===== config.mk =====
export PLATFORM = sky130hd
export DESIGN_NAME = pipe_mw_stage
export DESIGN_NICKNAME = d
export VERILOG_FILES = /design/src/rtl/pipe_pkg.sv /design/src/rtl/pipe_slot.sv /design/src/rtl/pipe_mw_stage.sv
export SDC_FILE = /design/constraint.sdc
export NUM_CORES = 1
export LEC_CHECK = 0
export BUFFER_PORTS_ARGS = -buffer_cell sky130_fd_sc_hd__buf_2
export CAP_MARGIN = 5
export CORE_ASPECT_RATIO = 0.6
export CORE_MARGIN = 2
export CORE_UTILIZATION = 40
export CTS_CLUSTER_DIAMETER = 150
export DETAILED_ROUTE_END_ITERATION = 10
export GPL_ROUTABILITY_DRIVEN = 0
export MAX_ROUTING_LAYER = met4
export RECOVER_POWER = 50
export REMOVE_ABC_BUFFERS = 1
export SLEW_MARGIN = 20
export SYNTH_ARGS = -nofsm -noshare
export SYNTH_HDL_FRONTEND = slang
export SYNTH_SLANG_ARGS = --single-unit

===== constraint.sdc =====
create_clock -name clock -period 1.71 [get_ports clock]
set_input_delay 0.171 -clock clock [delete_from_list [all_inputs] [get_ports clock]]
set_output_delay 0.171 -clock clock [all_outputs]
set_load 0.1 [all_outputs]

===== src/rtl/pipe_pkg.sv =====
// Shared definitions for the MEM->WB pipeline stage: bundle layout helpers
// and the occupancy state encoding.
package pipe_pkg;

    localparam int XLEN_DEF    = 32;
    localparam int RN_W_DEF    = 5;
    localparam int MW_BUNDLE_W = 2 + 2*XLEN_DEF + RN_W_DEF;

    // Bundle layout, MSB first: {wreg, m2reg, mo, alu, rn}
    function automatic int mw_bundle_w(input int xlen, input int rn_w);
        return 2 + 2*xlen + rn_w;
    endfunction

    function automatic int mw_alu_lsb(input int rn_w);
        return rn_w;
    endfunction

    function automatic int mw_mo_lsb(input int xlen, input int rn_w);
        return rn_w + xlen;
    endfunction

    function automatic int mw_m2reg_bit(input int xlen, input int rn_w);
        return rn_w + 2*xlen;
    endfunction

    function automatic int mw_wreg_bit(input int xlen, input int rn_w);
        return rn_w + 2*xlen + 1;
    endfunction

    // Encoding matches {out_valid, skid_valid} so the state is read straight off the slots
    typedef enum logic [1:0] {
        EMPTY = 2'b00,
        BUSY  = 2'b10,
        FULL  = 2'b11
    } mw_state_e;

endpackage


===== src/rtl/pipe_slot.sv =====
// One pipeline holding slot: a valid bit plus a payload register.
// clear zeroes everything, drop only invalidates and keeps the payload visible.
module pipe_slot
    import pipe_pkg::*;
#(
    parameter int W = MW_BUNDLE_W
) (
    input  logic         clock,
    input  logic         resetn,
    input  logic         load,
    input  logic         drop,
    input  logic         clear,
    input  logic [W-1:0] din,
    output logic         valid,
    output logic [W-1:0] data
);

    always_ff @(posedge clock) begin
        if (!resetn || clear) begin
            valid <= 1'b0;
            data  <= '0;
        end else if (load) begin
            valid <= 1'b1;
            data  <= din;
        end else if (drop) begin
            valid <= 1'b0;
        end
    end

endmodule


===== src/rtl/pipe_mw_stage.sv =====
// MEM->WB pipeline stage with valid/ready handshake, flush and an optional
// skid slot that keeps in_ready a pure register output.
module pipe_mw_stage
    import pipe_pkg::*;
#(
    parameter int XLEN    = 32,
    parameter int RN_W    = 5,
    parameter int SKID_EN = 1
) (
    input  logic            clock,
    input  logic            resetn,
    input  logic            flush,
    input  logic            in_valid,
    output logic            in_ready,
    input  logic            mwreg,
    input  logic            mm2reg,
    input  logic [XLEN-1:0] mmo,
    input  logic [XLEN-1:0] malu,
    input  logic [RN_W-1:0] mrn,
    output logic            out_valid,
    input  logic            out_ready,
    output logic            wwreg,
    output logic            wm2reg,
    output logic [XLEN-1:0] wmo,
    output logic [XLEN-1:0] walu,
    output logic [RN_W-1:0] wrn,
    output logic [XLEN-1:0] wdata
);

    localparam int BW        = mw_bundle_w(XLEN, RN_W);
    localparam int ALU_LSB   = mw_alu_lsb(RN_W);
    localparam int MO_LSB    = mw_mo_lsb(XLEN, RN_W);
    localparam int M2REG_BIT = mw_m2reg_bit(XLEN, RN_W);
    localparam int WREG_BIT  = mw_wreg_bit(XLEN, RN_W);

    logic [BW-1:0] in_bundle;
    logic [BW-1:0] out_bundle;
    logic [BW-1:0] out_din;
    logic [BW-1:0] skid_bundle;
    logic          skid_valid;
    logic          out_load;
    logic          out_drop;
    logic          out_clear;
    logic          skid_load;
    logic          skid_clear;
    mw_state_e     state;

    assign in_bundle = {mwreg, mm2reg, mmo, malu, mrn};

    // Steering: flush wins; the skid entry always moves to OUT before any new input
    always_comb begin
        out_load   = 1'b0;
        out_drop   = 1'b0;
        out_clear  = 1'b0;
        skid_load  = 1'b0;
        skid_clear = 1'b0;
        out_din    = in_bundle;
        state      = mw_state_e'({out_valid, skid_valid});
        if (flush) begin
            out_clear  = 1'b1;
            skid_clear = 1'b1;
        end else if (SKID_EN != 0) begin
            case (state)
                EMPTY: out_load = in_valid;
                BUSY: begin
                    if (out_ready) begin
                        out_load = in_valid;
                        out_drop = ~in_valid;
                    end else begin
                        skid_load = in_valid;
                    end
                end
                FULL: begin
                    if (out_ready) begin
                        out_load   = 1'b1;
                        out_din    = skid_bundle;
                        skid_clear = 1'b1;
                    end
                end
                default: ;
            endcase
        end else begin
            out_load = in_valid & in_ready;
            out_drop = ~(in_valid & in_ready) & out_valid & out_ready;
        end
    end

    pipe_slot #(.W(BW)) u_out (
        .clock  (clock),
        .resetn (resetn),
        .load   (out_load),
        .drop   (out_drop),
        .clear  (out_clear),
        .din    (out_din),
        .valid  (out_valid),
        .data   (out_bundle)
    );

    generate
        if (SKID_EN != 0) begin : g_skid
            pipe_slot #(.W(BW)) u_skid (
                .clock  (clock),
                .resetn (resetn),
                .load   (skid_load),
                .drop   (1'b0),
                .clear  (skid_clear),
                .din    (in_bundle),
                .valid  (skid_valid),
                .data   (skid_bundle)
            );
            assign in_ready = ~skid_valid;
        end else begin : g_noskid
            logic unused_skid;
            assign unused_skid = skid_load ^ skid_clear;
            assign skid_valid  = 1'b0;
            assign skid_bundle = '0;
            assign in_ready    = ~out_valid | out_ready;
        end
    endgenerate

    assign wwreg  = out_valid & out_bundle[WREG_BIT];
    assign wm2reg = out_bundle[M2REG_BIT];
    assign wmo    = out_bundle[MO_LSB +: XLEN];
    assign walu   = out_bundle[ALU_LSB +: XLEN];
    assign wrn    = out_bundle[RN_W-1:0];
    assign wdata  = wm2reg ? wmo : walu;

endmodule


==> flow_summary_export.csv, run 1 <==
group,metric,value,unit
run_status,outcome,"finished clean",
global_route,grt_start_max_net_pins,72,
clock_network,tritoncts,"yes",
logic_synthesis,synthArstFlopShare,0,%
die,top_level_ports,181,
worst_setup_path,cp-startpoint,"g_skid.u_skid.valid",
global_route,antenna_found_initial,0,
hold_path,min_path_cells,3,
clock_network,cts_buffer_depth,2,
worst_setup_path,end_kind,"register",
worst_setup_path,ff2ff_setup_slack,30,ps
worst_setup_path,worstPathArrival,2020,ps
power_and_ir_drop,p_per_area,976,nW/um^2
logic_synthesis,netlist_instances,825,
routing,drtAntennaViolNets,0,
hold_path,hold-path-endpoint,"g_skid.u_skid.data[18]",
die,rows,35,
die,fp.dieW,167,um
logic_synthesis,ys_types,22,
layout,nNetsFinal,1040,
sta,slew_headroom,60.9,%
hold_path,worstHoldStart,"malu[13]",
worst_setup_path,critPathTopFamily,"buffers and inverters",
worst_setup_path,worst-path-buf-inv,3,
logic_synthesis,synth_flop_cell,"dfxtp_1",
sta,setup_viol,0,
layout,nFillCells,1414,
routing,totalWireLength,18.6,mm
logic_synthesis,synthesis.area,6380,um^2
die,die_y,102,um
routing,vias,5950,
worst_setup_path,crit_chain,"or2_4 > a211oi_4 > buf_4 > buf_12 > clkbuf_16 > o21ai_0 > a31oi_1",
clock_network,worstSkewPairLatency,420,ps
layout,diodes,0,
clock_network,cts.sinks,144,
worst_setup_path,slowest_stage,"dfxtp_2",
logic_synthesis,synth_largest_area_cell,"dfxtp_1",
sta,hold_ws,12.9,ps
logic_synthesis,synth_top_area_share,45.2,%
clock_network,clk_pin_slew,60,ps
worst_setup_path,cp-start-kind,"register",
logic_synthesis,yosys_register_bits,144,
routing,firstDrtPassIters,5,
logic_synthesis,yosys-top-cells-area,"dfxtp_1 (45%), nand2_1 (17%), buf_4 (8.1%)",
routing,viasPerCell,5.04,
global_route,first_global_vias,5330,
logic_synthesis,synth_edf_count,0,
job,maxCapViolations,0,
sta,fin_crit,1680,ps
die,initial_utilization,41.2,%
sta,finalSetupTns,0,ps
placement,port_buffers,180,
sta,worst_pin_slew,588,ps
logic_synthesis,synthTopCellsByCount,"nand2_1 (288), dfxtp_1 (144), a21oi_1 (72)",
clock_network,cts_max_level,4,
power_and_ir_drop,max-vdd-ir-drop,580,uV
clock_network,cts_inserted_buffers,17,
die,coreArea,15500,um^2
worst_setup_path,reg2reg_from,"g_skid.u_skid.valid",
clock_network,cts_root_buf,"clkbuf_16",
worst_setup_path,crit_type,"reg -> reg",
worst_setup_path,cp.required,2050,ps
sta,clock.fmax,593,MHz
global_route,grt_pass1_wl,27.8,mm
layout,syn_to_final_growth,39.7,%
worst_setup_path,crit_fanout,8,
routing,drc,0,
sta,fin_crit_sh,98.5,%
logic_synthesis,seq_area_frac_synth,45.2,%
sta,slew_violations,0,
layout,multiInputGateArea,2720,um^2
routing,routedWlPerCell,15.8,um
placement,hpwlAfterDp,11.1,mm
hold_path,hp-class,"in -> reg",
sta,rsz0062_at_grt,"true",
worst_setup_path,crit_path_max_incr_delay,350,ps
die,dieArea,17000,um^2
global_route,grt_usage,21.3,%
worst_setup_path,r2r_end,"u_out.data[40]",
global_route,overflow,0,
layout,drive_gt1_share,30.3,%
sta,clock_skew,8.98,ps
routing,drt-initial-drc-count,400,
power_and_ir_drop,power.leakage,3.60,nW
worst_setup_path,reg2reg_depth,7,
sta,finalHoldViolations,0,
layout,seq_area,2890,um^2
logic_synthesis,avgSynthCellArea,7.73,um^2
logic_synthesis,ys_warn_count,0,
logic_synthesis,synth_most_common_cell,"nand2_1",
## how the worst max path moves through the flow
| stage | end | cells after the start |
|---|---|---|
| after CTS | wdata[24] | 3 |
| after global placement | u_out.data[33] | 6 |
| after global routing | u_out.data[51] | 7 |
| after floorplan | u_out.data[0] | 4 |
| after detailed placement | u_out.data[36] | 6 |
| final | u_out.data[40] | 7 |
## area by class of cell
| type | instances | share of cell area (%) |
|---|---|---|
| Tap cell | 203 | 2.85 |
| Clock inverter | 13 | 1.69 |
| Timing Repair Buffer | 253 | 27.3 |
| Sequential cell | 144 | 32.5 |
| Clock buffer | 19 | 5.09 |
| Multi-Input combinational cell | 546 | 30.5 |
| Inverter | 2 | 0.0843 |
## cell families after synthesis
kind of cell / Yosys count / synth area share, %
flops: 144 / 45.2
compound gates: 217 / 18.7
buf+inv: 135 / 12.7
simple gates: 297 / 17.8
mux: 32 / 5.65
## worst reg2reg max path, delay by kind of cell (launching register included)
kind / cells / cell delay [ps]
buffers and inverters: 3 / 500
AOI/OAI and AO/OA: 3 / 490
and+or+nand+nor: 1 / 260
DFF: 1 / 350
## layer usage
layer / vias to the layer above / track usage, % / share of wire [%]
met2: 208 / 31.7 / 44
met3: 14 / 5.94 / 7.3
met5: - / - / 0
met4: 0 / 4.58 / 0.79
met1: 2737 / 28.8 / 48
li1: 2991 / - / -
## registers in the layout (all words and copies together), names as in the netlist
register	cells
g_skid.u_skid.data	71
u_out.data	71
g_skid.u_skid.valid	1
u_out.valid	1
## layout by cell type (no fill, tap or decap), drive strengths merged, types with 2 or more instances in the layout
cell,instances
buf,142
dfxtp,144
o21ai,72
mux2,32
nor2,2
inv,7
or2,2
bufinv,2
dlygate4sd3,32
and2,2
clkinvlp,5
nand2,288
a21oi,72
clkbuf,98
a31oi,71
## timing repair
action / CTS / global route
buffers inserted: 0 / 10
gates resized for setup: 4 / 10
endpoints found under the hold margin: 32 / 0
pin swaps: 0 / 2
endpoints found under the setup margin: 13 / 67
hold buffers: 32 / 0
cloned: 0 / 11
## report_power, final
group / switching [mW] / total, mW / internal (mW)
Clock: 1.50 / 3.75 / 2.25
Sequential: 0.0536 / 3.47 / 3.42
Combinational: 0.989 / 1.47 / 0.482
## metrics by stage
| stage | worst slack (ps) | total power, mW | utilization [%] | instance area (um^2) | instances |
|---|---|---|---|---|---|
| detailed placement | 48.2 | 4.84 | 49.2 | 7610 | 1095 |
| global route | -35.6 | 8.99 | 57.6 | 8900 | 1180 |
| floorplan | -2430 | 4.38 | - | 5580 | 692 |
| finish | 25.1 | 8.69 | 57.6 | 8900 | 1180 |
| global placement | 109 | 4.83 | 49.2 | 7610 | 1095 |
| CTS | 1.11 | 8.65 | 55.3 | 8550 | 1159 |
Note: power is estimated with default switching activity, not from simulation.
==> run 2: changes to the inputs <==
--- a/config.mk
+++ b/config.mk
@@ -5,7 +5,7 @@
 export SDC_FILE = /design/constraint.sdc
 export NUM_CORES = 1
 export LEC_CHECK = 0
-export BUFFER_PORTS_ARGS = -buffer_cell sky130_fd_sc_hd__buf_2
+export BUFFER_PORTS_ARGS = -buffer_cell sky130_fd_sc_hd__buf_4
 export CAP_MARGIN = 5
 export CORE_ASPECT_RATIO = 0.6
 export CORE_MARGIN = 2
==> run 2 against run 1 <==
Effect of this change:
- register-to-register slack improved by 80 ps
- critical path depth decreased by 4
- setup slack better by 1.6 ps
- power grew 1.8%
- global-route usage is 0.24 points higher
- largest power group unchanged
- via count is 5.0% lower
- highest routed layer unchanged
- core utilization is 4.2 points lower
==> flow_summary_export.csv, run 2 (synthesized netlist as in run 1, its figures left out) <==
group,metric,value,unit
routing,firstDrtPassIters,5,
clock_network,tritoncts,"yes",
sta,finalHoldViolations,0,
worst_setup_path,cp.required,1540,ps
routing,routedWlPerCell,15.4,um
layout,final_area,8260,um^2
die,die_y,102,um
layout,seq_area,2890,um^2
worst_setup_path,slowest_stage,"dfxtp_4",
layout,multiInputGateArea,2710,um^2
layout,drive_gt1_share,29.6,%
die,top_level_ports,181,
clock_network,cts_max_level,4,
layout,diodes,0,
layout,reg_top3,"g_skid.u_skid.data x71, u_out.data x71",
worst_setup_path,critPathTopFamily,"flip-flops",
clock_network,cts_buffer_depth,2,
layout,nFillCells,1501,
global_route,grt_pass1_wl,28.4,mm
power_and_ir_drop,p_per_area,1070,nW/um^2
worst_setup_path,crit_fanout,13,
worst_setup_path,crit_type,"reg -> out",
routing,drc,0,
worst_setup_path,worstPathArrival,1510,ps
global_route,grt_start_max_net_pins,48,
layout,syn_to_final_growth,29.5,%
sta,worst_pin_slew,600,ps
routing,drtAntennaViolNets,0,
sta,slew_violations,0,
clock_network,cts_inserted_buffers,17,
layout,final_cell_mix,"nand2_1 (287), dfxtp_1 (142), buf_4 (83)",
power_and_ir_drop,power.leakage,3.36,nW
sta,clock.fmax,594,MHz
worst_setup_path,reg2reg_depth,6,
clock_network,cts.sinks,144,
die,dieArea,17000,um^2
die,rows,35,
sta,clock_skew,11.8,ps
layout,nNetsFinal,995,
routing,totalWireLength,17.5,mm
die,initial_utilization,41.2,%
hold_path,min_path_cells,3,
worst_setup_path,worst-path-buf-inv,2,
worst_setup_path,crit_path_max_incr_delay,400,ps
worst_setup_path,end_kind,"output pin",
worst_setup_path,crit_chain,"buf_12 > mux2_2 > buf_6",
worst_setup_path,reg2reg_from,"u_out.valid",
worst_setup_path,r2r_end,"g_skid.u_skid.data[37]",
global_route,overflow,0,
placement,dp.cells,1098,
hold_path,hold-path-endpoint,"g_skid.u_skid.data[0]",
die,coreArea,15500,um^2
routing,vias,5655,
layout,instances_no_fill,1135,
job,maxCapViolations,0,
placement,hpwlAfterDp,11.0,mm
sta,setup_viol,0,
sta,slew_headroom,60.0,%
die,fp.dieW,167,um
sta,hold_ws,6.27,ps
global_route,grt_usage,21.5,%
layout,layout_commonest_cell,"nand2_1",
placement,port_buffers,180,
worst_setup_path,ff2ff_setup_slack,110,ps
hold_path,worstHoldStart,"mrn[0]",
worst_setup_path,cp-start-kind,"register",
routing,drt-initial-drc-count,388,
routing,viasPerCell,4.98,
clock_network,worstSkewPairLatency,410,ps
sta,fin_crit,1680,ps
clock_network,cts_root_buf,"clkbuf_16",
global_route,antenna_found_initial,0,
sta,rsz0062_at_grt,"true",
clock_network,clk_pin_slew,70,ps
placement,dpl_cell_area,7580,um^2
run_status,outcome,"finished clean",
sta,fin_crit_sh,98.4,%
hold_path,hp-class,"in -> reg",
global_route,first_global_vias,5249,
power_and_ir_drop,max-vdd-ir-drop,695,uV
[run 2: worst max path at each step]
stage / start / endpoint / slack [ps] / cells after the start
after detailed placement: g_skid.u_skid.valid / u_out.data[62] / 130 / 6
after CTS: u_out.data[69] / wdata[3] / 10 / 3
after global routing: u_out.data[69] / wdata[7] / -30 / 3
after global placement: g_skid.u_skid.valid / u_out.data[47] / 150 / 6
after floorplan: u_out.valid / u_out.data[0] / -2430 / 4
final: u_out.data[69] / wdata[3] / 30 / 3
[run 2: layer usage]
layer / wire [um] / vias up / track usage [%]
met5: 0 / - / -
met4: 150 / 0 / 5.37
met3: 1390 / 15 / 5.63
met2: 7370 / 202 / 32.1
met1: 8590 / 2549 / 29.1
li1: - / 2889 / -
[run 2: area by class of cell]
cell class / instances / area share (%)
sequential: 144 / 35.0
clock buffer: 20 / 5.29
inverter: 2 / 0.0909
clock inverter: 12 / 2.49
multi-input combinational: 546 / 32.9
tap: 203 / 3.08
timing repair buffer: 208 / 21.2
[run 2: report_power, final]
| part | switching [mW] | internal, mW | leakage (nW) |
|---|---|---|---|
| Sequential | 0.0530 | 3.42 | 1.17 |
| Clock | 1.47 | 2.61 | 0.306 |
| Combinational | 0.936 | 0.364 | 1.89 |
[run 2: worst reg2reg max path: stages (launching register included)]
cell      delay (ps)
dfxtp_1          340
buf_4            150
nand3_1           80
clkbuf_1         140
nand2_1          140
clkbuf_2         510
a21oi_1          100
[run 2: repair_timing]
action | 4_1_cts | 5_1_grt
cloned | 1 | 1
hold buffers | 0 | 0
pin swaps | 0 | 1
setup buffers | 0 | 3
resized for setup | 37 | 6
endpoints found under the setup margin | 32 | 46
[run 2: per-stage QoR]
stage	util, %	total power, mW	setup TNS (ps)	setup slack, ps
after floorplan	-	4.38	-360680	-2430
after global placement	49.0	4.83	0	147
after detailed placement	49.0	4.83	0	132
after CTS	54.2	8.92	0	9.92
after global routing	53.4	9.12	-408	-27.9
final	53.4	8.85	0	26.6
==> run 3: changes to the inputs <==
--- a/config.mk
+++ b/config.mk
@@ -5,6 +5,7 @@
 export SDC_FILE = /design/constraint.sdc
 export NUM_CORES = 1
 export LEC_CHECK = 0
+export ABC_AREA = 1
 export BUFFER_PORTS_ARGS = -buffer_cell sky130_fd_sc_hd__buf_4
 export CAP_MARGIN = 5
 export CORE_ASPECT_RATIO = 0.6
==> run 3 against run 2 <==
Effect of this change:
- synthesized cell count is 48% higher
- die area is 15% higher
- critical endpoint unchanged
- wire length is 7.0% higher
- core utilization is 3.2 points lower
- clock-buffer cell count is 3 lower
- largest power group unchanged
- hold slack better by 15 ps
- maximum frequency is 2.8% higher
- setup slack better by 45 ps
- largest cell class is now multi-input gates
- first-iteration DRC count is 6.7% higher
==> flow_summary_export.csv, run 3 <==
group,metric,value,unit
run_status,outcome,"finished clean",
power_and_ir_drop,max-vdd-ir-drop,687,uV
power_and_ir_drop,clockPowerShare,44.6,%
global_route,grt_start_max_net_pins,73,
logic_synthesis,yosys_register_bits,144,
clock_network,cts.sinks,144,
worst_setup_path,r2r_end,"g_skid.u_skid.data[45]",
worst_setup_path,crit_chain,"buf_4 > o21ai_0 > buf_4",
sta,worst_pin_slew,592,ps
layout,reg_top3,"g_skid.u_skid.data x71, u_out.data x71",
logic_synthesis,netlist_instances,1221,
sta,clock_skew,11.8,ps
logic_synthesis,synthArstFlopShare,0,%
power_and_ir_drop,p_per_area,968,nW/um^2
worst_setup_path,slowest_stage,"dfxtp_4",
die,dieArea,19600,um^2
sta,slew_violations,0,
routing,drc,0,
power_and_ir_drop,power.leakage,4.19,nW
die,top_level_ports,181,
logic_synthesis,avgSynthCellArea,6.06,um^2
logic_synthesis,synth_top_area_share,39.0,%
clock_network,clk_pin_slew,60,ps
global_route,first_global_vias,6097,
worst_setup_path,ff2ff_setup_slack,180,ps
logic_synthesis,synthesis.area,7390,um^2
global_route,grt_pass1_wl,30.9,mm
die,die_y,109,um
logic_synthesis,ys_types,17,
job,maxCapViolations,0,
logic_synthesis,synth_largest_area_cell,"dfxtp_1",
worst_setup_path,crit_path_max_incr_delay,370,ps
die,rows,38,
routing,totalWireLength,18.7,mm
global_route,antenna_found_initial,0,
sta,slew_headroom,60.7,%
sta,fin_crit,1640,ps
sta,rsz0062_at_grt,"false",
global_route,overflow,0,
routing,viasPerCell,4.28,
sta,fin_crit_sh,95.8,%
logic_synthesis,synthTopCellsByCount,"nor2_1 (358), nand2_1 (322), inv_1 (149)",
placement,hpwlAfterDp,12.2,mm
hold_path,hold-path-endpoint,"g_skid.u_skid.data[48]",
clock_network,cts_max_level,4,
hold_path,hp-class,"in -> reg",
power_and_ir_drop,power_frac_comb,15.9,%
placement,port_buffers,180,
layout,layout_commonest_cell,"nor2_1",
layout,drive_gt1_share,18.2,%
worst_setup_path,worstPathArrival,1470,ps
hold_path,worstHoldStart,"mmo[11]",
layout,final_area,9060,um^2
sta,finalHoldViolations,0,
logic_synthesis,synth_most_common_cell,"nor2_1",
routing,routedWlPerCell,12.0,um
clock_network,cts_inserted_buffers,17,
worst_setup_path,end_kind,"output pin",
clock_network,cts_root_buf,"clkbuf_16",
worst_setup_path,crit_type,"reg -> out",
worst_setup_path,reg2reg_from,"u_out.valid",
worst_setup_path,crit_fanout,7,
power_and_ir_drop,intPower,6.21,mW
power_and_ir_drop,power_frac_seq,39.5,%
logic_synthesis,seq_area_frac_synth,39.0,%
die,fp.dieW,180,um
clock_network,tritoncts,"yes",
routing,firstDrtPassIters,4,
placement,dpl_cell_area,8550,um^2
worst_setup_path,path_common_cell,"buf_4",
logic_synthesis,synth_edf_count,0,
layout,syn_to_final_growth,22.6,%
worst_setup_path,cp-start-kind,"register",
global_route,grt_usage,20.2,%
layout,nNetsFinal,1392,
layout,diodes,0,
clock_network,worstSkewPairLatency,410,ps
worst_setup_path,cp.required,1540,ps
hold_path,min_path_cells,3,
power_and_ir_drop,p_switching,2.56,mW
die,initial_utilization,40.9,%
sta,clock.fmax,610,MHz
routing,vias,6711,
sta,setup_viol,0,
logic_synthesis,ys_warn_count,0,
clock_network,cts_buffer_depth,2,
logic_synthesis,synth_flop_cell,"dfxtp_1",
layout,nFillCells,1935,
sta,finalSetupTns,0,ps
die,coreArea,18100,um^2
layout,final_cell_mix,"nor2_1 (358), nand2_1 (321), inv_1 (149)",
power_and_ir_drop,swShare,29.2,%
routing,drtAntennaViolNets,0,
worst_setup_path,reg2reg_depth,7,
routing,drt-initial-drc-count,414,
logic_synthesis,yosys-top-cells-area,"dfxtp_1 (39%), nor2_1 (18%), nand2_1 (16%)",
==> run 3: final cells by class <==
| type | count | area, um^2 | area share (%) |
|---|---|---|---|
| multi-input cells | 792 | 3130 | 34.6 |
| flip-flops and latches | 144 | 2890 | 31.8 |
| repair buffers | 209 | 1560 | 17.2 |
| inverters | 152 | 571 | 6.29 |
| clock buffers | 17 | 425 | 4.69 |
| well taps | 240 | 300 | 3.31 |
| clock inverters | 13 | 188 | 2.07 |
==> run 3: how the worst max path moves through the flow <==
stage	from	to
finish	u_out.data[69]	wdata[3]
global route	u_out.data[69]	wdata[27]
CTS	u_out.data[69]	wdata[27]
detailed placement	u_out.valid	u_out.data[4]
global placement	u_out.valid	u_out.data[4]
floorplan	u_out.valid	u_out.data[0]
==> run 3: power groups by stage <==
stage / clock network, mW / logic (mW) / registers [mW]
after floorplan: 0 / 0.567 / 3.95
after global placement: 0 / 1.42 / 3.54
after detailed placement: 0 / 1.42 / 3.54
after CTS: 4.01 / 1.44 / 3.46
after global routing: 4.16 / 1.51 / 3.47
final: 3.92 / 1.40 / 3.46
==> run 3: metal layers <==
metal | part of all wire, % | vias up | track usage (%)
met1 | 52 | 2842 | 27.5
met2 | 41 | 155 | 30.3
met3 | 7.0 | 8 | 5.33
met5 | 0 | - | -
li1 | - | 3706 | -
met4 | 0.66 | 0 | 4.12
==> run 3: cell families after synthesis <==
family / synth area share, %
flip-flops: 39.0
AO/OA/AOI/OAI: 7.28
AND/OR/NAND/NOR: 35.0
buffers and inverters: 18.7
==> run 3: critical path: cells and delay by family, from the launching register on <==
family / cells / cell delay, ps
AO/OA/AOI/OAI: 1 / 190
flip-flops: 1 / 370
buffers and inverters: 2 / 500
==> run 3: repair_timing <==
action | 4_1_cts | 5_1_grt
hold buffers | 4 | 0
gates cloned | 0 | 0
pin swaps | 0 | 1
hold endpoints to repair | 4 | 0
buffers inserted | 0 | 1
setup endpoints to repair | 14 | 29
resized for setup | 9 | 18
==> run 3: metrics by stage <==
step / worst slack (ps) / util (%) / hold WS (ps) / std cells / power [mW]
2_1_floorplan: -3320 / - / 320 / 1088 / 4.52
3_3_place_gp: 186 / 47.3 / 420 / 1532 / 4.96
3_5_place_dp: 141 / 47.3 / 424 / 1532 / 4.96
4_1_cts: 0.0955 / 51.1 / 2.83 / 1566 / 8.91
5_1_grt: 1.95 / 50.2 / 14.6 / 1567 / 9.14
6_report: 71.7 / 50.2 / 21.0 / 1567 / 8.78
